==> src/rtl/instr_mem_loader_pkg.sv <==
// instr_mem_loader_pkg: processor constants and loader state encoding shared by the loader files.
package instr_mem_loader_pkg;
  localparam int XLEN = 32;
  localparam int INSTR_BYTES = XLEN / 8;
  localparam int IMEM_DEPTH = 32;
  localparam int IMEM_ADDR_W = 5;
  localparam int NUM_WORDS_W = 6;
  typedef enum logic [1:0] {IDLE, COLLECT, WRITE, DONE} load_state_t;
endpackage

==> src/rtl/instr_mem_loader_word_assembler.sv <==
// word_assembler: packs an accepted byte stream little-endian into 32-bit instruction words.
module word_assembler
  import instr_mem_loader_pkg::*;
(
  input  logic            clk,
  input  logic            rst_n,
  input  logic            clr,
  input  logic            en,
  input  logic [7:0]      byte_data,
  output logic [XLEN-1:0] word,
  output logic            word_valid
);
  logic [$clog2(INSTR_BYTES)-1:0] idx;
  assign word_valid = en && idx == INSTR_BYTES - 1;
  always_ff @(posedge clk or negedge rst_n) begin
    if (!rst_n) begin
      idx  <= '0;
      word <= '0;
    end else if (clr) begin
      idx  <= '0;
      word <= '0;
    end else if (en) begin
      word[{idx, 3'b000} +: 8] <= byte_data;
      idx                      <= idx + 1'b1;
    end
  end
endmodule

==> src/rtl/instr_mem_loader.sv <==
// instr_mem_loader: loads a byte stream into instruction memory one word at a time.
module instr_mem_loader
  import instr_mem_loader_pkg::*;
#(
  parameter int DEPTH  = IMEM_DEPTH,
  parameter int ADDR_W = IMEM_ADDR_W
) (
  input  logic                   clk,
  input  logic                   rst_n,
  input  logic                   start,
  input  logic [NUM_WORDS_W-1:0] num_words,
  input  logic                   byte_valid,
  input  logic [7:0]             byte_data,
  output logic                   byte_ready,
  output logic                   mem_we,
  output logic [ADDR_W-1:0]      mem_addr,
  output logic [XLEN-1:0]        mem_wdata,
  output logic                   busy,
  output logic                   done,
  output logic [7:0]             checksum
);
  localparam int CW = ADDR_W + 1;
  load_state_t state, state_d;
  logic [CW-1:0] count, count_d;
  logic [ADDR_W-1:0] word_cnt;
  logic launch, accept, word_valid, last;
  // clamp so a request larger than the memory never wraps the word address
  assign count_d = CW'(int'(num_words) > DEPTH ? DEPTH : int'(num_words));
  assign launch = state == IDLE && start;
  assign accept = byte_valid && byte_ready;
  assign last = {1'b0, word_cnt} == count - CW'(1);
  assign byte_ready = state == COLLECT;
  assign mem_we = state == WRITE;
  assign busy = state != IDLE;
  assign done = state == DONE;
  assign mem_addr = word_cnt;
  word_assembler u_asm (
    .clk       (clk),
    .rst_n     (rst_n),
    .clr       (launch),
    .en        (accept),
    .byte_data (byte_data),
    .word      (mem_wdata),
    .word_valid(word_valid)
  );
  always_comb begin
    state_d = state;
    case (state)
      IDLE:    state_d = start ? (count_d == '0 ? DONE : COLLECT) : IDLE;
      COLLECT: state_d = word_valid ? WRITE : COLLECT;
      WRITE:   state_d = last ? DONE : COLLECT;
      DONE:    state_d = IDLE;
    endcase
  end
  always_ff @(posedge clk or negedge rst_n) begin
    if (!rst_n) state <= IDLE;
    else state <= state_d;
  end
  always_ff @(posedge clk or negedge rst_n) begin
    if (!rst_n) begin
      count    <= '0;
      word_cnt <= '0;
      checksum <= '0;
    end else if (launch) begin
      count    <= count_d;
      word_cnt <= '0;
      checksum <= '0;
    end else begin
      if (accept) checksum <= checksum + byte_data;
      if (state == WRITE && !last) word_cnt <= word_cnt + 1'b1;
    end
  end
endmodule
==> config.mk <==
export PLATFORM = sky130hd
export DESIGN_NAME = instr_mem_loader
export DESIGN_NICKNAME = d
export VERILOG_FILES = /design/src/rtl/instr_mem_loader_pkg.sv /design/src/rtl/instr_mem_loader_word_assembler.sv /design/src/rtl/instr_mem_loader.sv
export SDC_FILE = /design/constraint.sdc
export NUM_CORES = 1
export LEC_CHECK = 0
export ABC_AREA = 1
export CORE_MARGIN = 5
export CORE_UTILIZATION = 40
export DETAILED_ROUTE_END_ITERATION = 10
export GPL_TIMING_DRIVEN = 1
export PLACE_DENSITY = 0.66
export SKIP_CTS_REPAIR_TIMING = 1
export SLEW_MARGIN = 20
export SYNTH_ARGS = -nofsm -noshare
export SYNTH_HDL_FRONTEND = slang
export SYNTH_SLANG_ARGS = --single-unit
==> constraint.sdc <==
create_clock -name clk -period 2.4 [get_ports clk]
set_input_delay 0.72 -clock clk [delete_from_list [all_inputs] [get_ports clk]]
set_output_delay 0.72 -clock clk [all_outputs]
set_load 0.1 [all_outputs]
==> summary.txt, run 1 <==
Place
  – Port Buffers: 66
  – Final Wtd Congestion: 0.891
  – Post-DP HPWL: 5900 um
  – Placed Area: 3790 um2

Synthesis
  – Post-synth EDFFs: 0
  – Syn. warnings: 0
  – Post-Syn Nets: 386
  – Largest family of logic cells by synthesized area: simple AND/OR/NAND/NOR gates
  – Sequential share of the synthesized area: 0.454
  – Post-synth cell types: 37
  – Synth Register Bits: 55
  – Mapped Area: 3030 um2
  – Post-Synthesis Cells: 353
  – Compound-Gate Fraction of Synth Area: 0.110
  – Post-Synth XOR/XNOR Area: 0.0202
  – Mux contribution to synthesized area: 0
  – Area share of fa/ha/maj cells after synthesis: 0.0644
  – Top FF cell, synth: dfrtp_1
  – Post-Synth Simple-Gate Area: 0.278
  – Syn_area_per_cell: 8.59 um2
  – Async S/R FF share, synth: 1.00

Routing
  – Final WL: 7770 um
  – DRT iter0 DRCs: 155
  – DRC: 0
  – TritonRoute pass-1 iters: 4
  – Antenna Nets Post-Route: 0
  – Wire per inst: 14.6 um
  – Via count: 2702
  – Via/cell ratio: 5.08

Status
  – Outcome: finished, final reports clean

STA
  – Max-slew violation count: 0
  – Tmin final: 2120 ps
  – Setup violations, final: 0
  – F_max: 0.472 GHz
  – Hold_ws: 393 ps
  – Worst Max-Slew Pin Slew: 456 ps
  – Fin crit share: 0.883
  – Clock skew: 10.9 ps
  – Hold Fails Final Rpt: 0
  – Worst slew margin: 0.695
  – RSZ-0062 raised after global routing: no

Clocking
  – H-tree depth: 2
  – Clk slew on worst S/H paths: 100 ps
  – Clk buf depth: 2
  – CTS tree: done
  – Clk root buf: clkbuf_8
  – Clk sinks: 55
  – Total CTS buffers: 5
  – Worst skew pair latency: 310 ps

Setup path
  – CP top delay family: flip-flops
  – Crit path buf inv count: 2
  – Worst setup EP type: primary output
  – WS Path Type: register to primary output
  – Crit-path max FO: 9
  – Critical Path Slowest Stage Cell: dfrtp_1
  – Crit path launch type: register
  – Crit path DAT: 1400 ps
  – Crit path required time: 1680 ps
  – Critical Path Max Stage Delay: 410 ps
  – Crit path cell chain: inv_2 > nor2_2 > buf_12

Cells and area
  – Commonest non-fill, non-tap cell in the layout: nand2_1
  – Final instance area: 3900 um2
  – Area Overhead vs Synth: 28.6%
  – Commonest non-fill, non-tap cells in the layout: nand2_1, buf_4, dfrtp_1
  – Layout cells sized above 1: 0.254
  – Final nets: 465
  – Ant diodes: 0

Pwr
  – Leak pwr: 0.00200 uW
  – Pwr dens: 1350 nW/um2
  – Worst vdd ir: 912 uV
  – Pwr Total: 5270 uW

Floorplan
  – Die X: 97.1 um
  – Chip Height: 97.1 um
  – Starting Density: 0.414
  – Core area: 7330 um2
  – IO Pins: 67
  – DIE AREA: 9420 um2
  – Row cnt: 31

GRT
  – Largest net degree at the start of global routing: 56
  – Total GRT Usage: 0.168
  – Vias in the first global route: 2685
  – Overflow after GRT: 0
  – Initial antenna violation count: 0
  – First-pass GRT wire length: 13200 um

Hold path
  – Hold Path Class: input pin to asynchronous set/reset pin

Run
  – MaxCap Viol Count: 0
## worst paths after layout
path | end | depth (start not counted) | start | slack [ps]
worst max-delay path | mem_we | 3 | state[1] | 280
worst min-delay path | count[2] | 2 | rst_n | 390
worst max register to register | u_asm.word[1] | 7 | u_asm.idx[0] | 430
worst min register to register | u_asm.word[15] | 2 | u_asm.word[15] | 500
max in group asynchronous | count[4] | 2 | rst_n | 1770
min in group clk | u_asm.word[15] | 2 | u_asm.word[15] | 500
## final cells by class
cell class	instances	area, um2
clock inverter	3	43.8
sequential	55	1380
inverter	46	173
multi-input combinational	245	1440
fill	698	3430
timing repair buffer	79	681
clock buffer	5	68.8
tap	99	124
## Yosys cell counts, types with 2 or more instances
library cell / count / share of area
nand2_1: 74 / 0.092
dfrtp_1: 55 / 0.45
nand3_1: 47 / 0.078
inv_1: 32 / 0.040
nand4_1: 16 / 0.033
ha_1: 14 / 0.058
inv_2: 14 / 0.017
o21ai_0: 13 / 0.021
o21ai_1: 11 / 0.018
a21oi_1: 10 / 0.017
nor2_1: 8 / 0.0099
o21ai_2: 7 / 0.020
xor2_1: 7 / 0.020
nand2_2: 5 / 0.010
o31ai_1: 5 / 0.012
nor2_2: 4 / 0.0082
nor3_1: 3 / 0.0049
o22ai_1: 3 / 0.0062
a31oi_1: 2 / 0.0041
buf_2: 2 / 0.0033
buf_4: 2 / 0.0049
buf_6: 2 / 0.0074
nand3_2: 2 / 0.0066
nand3b_1: 2 / 0.0049
## state kept, by name, indices dropped and copies added (netlist names)
name / cells
u_asm.word: 32
u_asm.idx: 2
count: 6
mem_addr: 5
checksum: 8
state: 2
## layer usage
layer	GRT usage	vias up	wire length [um]
met3	0.0337	7	360
met4	0.0356	0	82
met2	0.281	77	3730
li1	-	1342	-
met1	0.226	1276	3600
met5	0	-	0
## stage by stage
step,worst slack (ps),instances,util,TNS (ps)
4_1_cts,252,532,0.532,0
3_5_place_dp,-59.4,524,0.517,-119
2_1_floorplan,212,353,-,0
6_report,281,532,0.532,0
3_3_place_gp,-21.4,524,0.517,-21.4
5_1_grt,144,532,0.532,0
## power by group
part	switching (uW)	internal, uW	total, uW
Combinational	2460	822	3290
Sequential	209	1150	1360
Clock	313	311	624
## worst reg2reg max path: stages (launching register included)
cell,delay [ps]
dfrtp_1,560
inv_2,140
ha_1,380
inv_2,160
nand2_1,110
nor3_4,290
nand4_1,130
a21oi_1,140
## kinds of logic after synthesis
kind of cell,count (synthesis)
adder cells (fa/ha/maj),15
AND/OR/NAND/NOR,168
XOR/XNOR,7
flip-flops,55
buffers and inverters,53
AO/OA/AOI/OAI,55
No activity file was read; power rests on OpenSTA's default activity.
==> run 2, diff against run 1 <==
- CORE_MARGIN: 5 -> default
==> run 2 against run 1 <==
  * Combinational power is essentially flat
  * First-iteration DRC count fell by 1.9%
  * Non-clock buffer count unchanged
  * Critical path type is now input pin to register
  * Critical endpoint is now checksum[6]
  * Largest cell class unchanged
  * Highest routed layer unchanged
==> summary.txt, run 2 (same netlist as run 1, synthesis figures left out) <==
Status
  – Outcome: finished, final reports clean

STA
  – RSZ-0062 raised after global routing: no
  – Fin crit share: 0.871 (-0.0118)
  – Tmin final: 2090 ps (-28.4 ps)
  – Worst slew margin: 0.645 (-0.0503)
  – Hold Fails Final Rpt: 0 (unchanged)
  – Setup violations, final: 0 (unchanged)
  – Max-slew violation count: 0 (unchanged)
  – Clock skew: 6.21 ps (-4.69 ps)
  – F_max: 0.478 GHz (+1.4%)
  – Setup TNS Final: 0 ps (unchanged)
  – Worst Max-Slew Pin Slew: 532 ps (+76.0 ps)

Floorplan
  – Starting Density: 0.416 (+0.00220)
  – Chip Height: 89.1 um (-8.2%)
  – DIE AREA: 7930 um2 (-16%)
  – Core area: 7290 um2 (-0.53%)
  – Die X: 89.1 um (-8.2%)
  – Row cnt: 31 (unchanged)
  – IO Pins: 67 (unchanged)

Cells and area
  – Biggest register: u_asm.word
  – Biggest regs: u_asm.word (32), checksum (8), count (6)
  – Ant diodes: 0 (unchanged)
  – Commonest non-fill, non-tap cells in the layout: nand2_1, buf_4, dfrtp_1
  – Commonest non-fill, non-tap cell in the layout: nand2_1
  – FILL cells: 727 (+4.2%)
  – Fin cells: 532 (unchanged)
  – Layout cells sized above 1: 0.249 (-0.00462)
  – Max reg flops: 32 (unchanged)
  – Area Overhead vs Synth: 27.6%
  – Final nets: 465 (unchanged)

Routing
  – TritonRoute pass-1 iters: 4 (unchanged)
  – Via count: 2734 (+1.2%)
  – DRC: 0 (unchanged)
  – Final WL: 7520 um (-3.3%)
  – Antenna Nets Post-Route: 0 (unchanged)
  – Via/cell ratio: 5.14 (+1.2%)
  – Wire per inst: 14.1 um (-3.3%)
  – DRT iter0 DRCs: 152 (-1.9%)

Setup path
  – Worst setup EP type: register
  – Crit path DAT: 2290 ps (+890 ps)
  – Crit path required time: 2600 ps (+920 ps)
  – Crit-path max FO: 2 (-7)
  – Crit path launch type: input pin
  – WS Path Type: input pin to register

GRT
  – Overflow after GRT: 0 (unchanged)
  – Initial antenna violation count: 0 (unchanged)
  – First-pass GRT wire length: 12000 um (-9.2%)
  – Vias in the first global route: 2432 (-9.4%)
  – Total GRT Usage: 0.200 (+0.0321)
  – Largest net degree at the start of global routing: 24 (-57%)

Pwr
  – Clk pwr share: 0.099 (-0.019)
  – Pwr dens: 1330 nW/um2 (-1.7%)
  – Combinational power share: 0.635 (+0.012)
  – Reg power frac: 0.265 (+0.007)
  – Sw Pwr: 2960 uW (-0.85%)
  – Leak pwr: 0.00198 uW (-0.86%)
  – Int Power: 2180 uW (-4.7%)
  – Sw frac: 0.576 (+0.00971)
  – Worst vdd ir: 804 uV (-12%)

Run
  – MaxCap Viol Count: 0 (unchanged)

Place
  – Placed cells: 524 (unchanged)
  – Final Wtd Congestion: 0.841 (-5.5%)
  – Post-DP HPWL: 5710 um (-3.3%)
  – Port Buffers: 66 (unchanged)

Clocking
  – Clk slew on worst S/H paths: 100 ps (about the same)
  – Total CTS buffers: 5 (unchanged)
  – Clk sinks: 55 (unchanged)
  – Clk buf depth: 2 (unchanged)
  – H-tree depth: 2 (unchanged)
  – Worst skew pair latency: 310 ps (about the same)
  – Clk root buf: clkbuf_8
  – CTS tree: done

Hold path
  – Hold Path Class: input pin to asynchronous set/reset pin
==> run 2: changes by cell type in the layout (fill, tap and decap cells not counted) <==
cell,change
clkinv_4,-1
bufinv_16,-1
clkbuf_1,+2
==> run 2: worst max-delay path: stages <==
cell and delay, ps:
clkdlybuf4s50_1 480, ha_1 160, inv_1 60, fa_1 400, inv_1 90, nand4_1 90, nand3_1 90, a21oi_1 60
o21ai_0 70, nand2_1 70
==> run 2: cell type report <==
type,count,area [um2],area share
clock buffers,7,76.3,0.0197
clock inverters,1,5.00,0.00129
inverters,46,173,0.0446
multi-input cells,245,1440,0.371
flip-flops and latches,55,1380,0.356
well taps,99,124,0.0320
repair buffers,79,681,0.176
==> run 2: worst paths after layout <==
check / cells past startpoint / start / slack (ps) / end
max: 10 / byte_data[0] / 310 / checksum[6]
min: 1 / rst_n / 370 / u_asm.word[21]
max reg2reg: 7 / u_asm.idx[0] / 410 / u_asm.word[1]
min reg2reg: 2 / u_asm.word[10] / 510 / u_asm.word[10]
max in group asynchronous: 2 / rst_n / 1380 / count[0]
min in group clk: 2 / u_asm.word[10] / 510 / u_asm.word[10]
==> run 2: through the flow <==
step,utilization,setup slack [ps],hold slack [ps],cell area [um2],total power [uW]
6_report,0.531,309,375,3870,5140
5_1_grt,0.531,165,410,3870,5480
4_1_cts,0.531,321,400,3870,5170
3_5_place_dp,0.520,4.33,488,3790,4650
3_3_place_gp,0.520,30.1,486,3790,4610
2_1_floorplan,-,212,424,3040,3910
==> run 2: metal layers <==
layer / part of all wire / wire length, um / track usage
met4: 0.015 / 116 / 0.0635
met5: 0 / 0 / 0
met3: 0.041 / 311 / 0.0369
met1: 0.46 / 3480 / 0.273
met2: 0.48 / 3610 / 0.324
==> run 2: power by group through the flow <==
stage                     clock [uW]  sequential (uW)  combinational, uW
after floorplan                    0             2530               1380
after detailed placement           0             1380               3270
after CTS                        525             1370               3270
after global routing             573             1400               3510
final                            510             1360               3270
after global placement             0             1380               3240
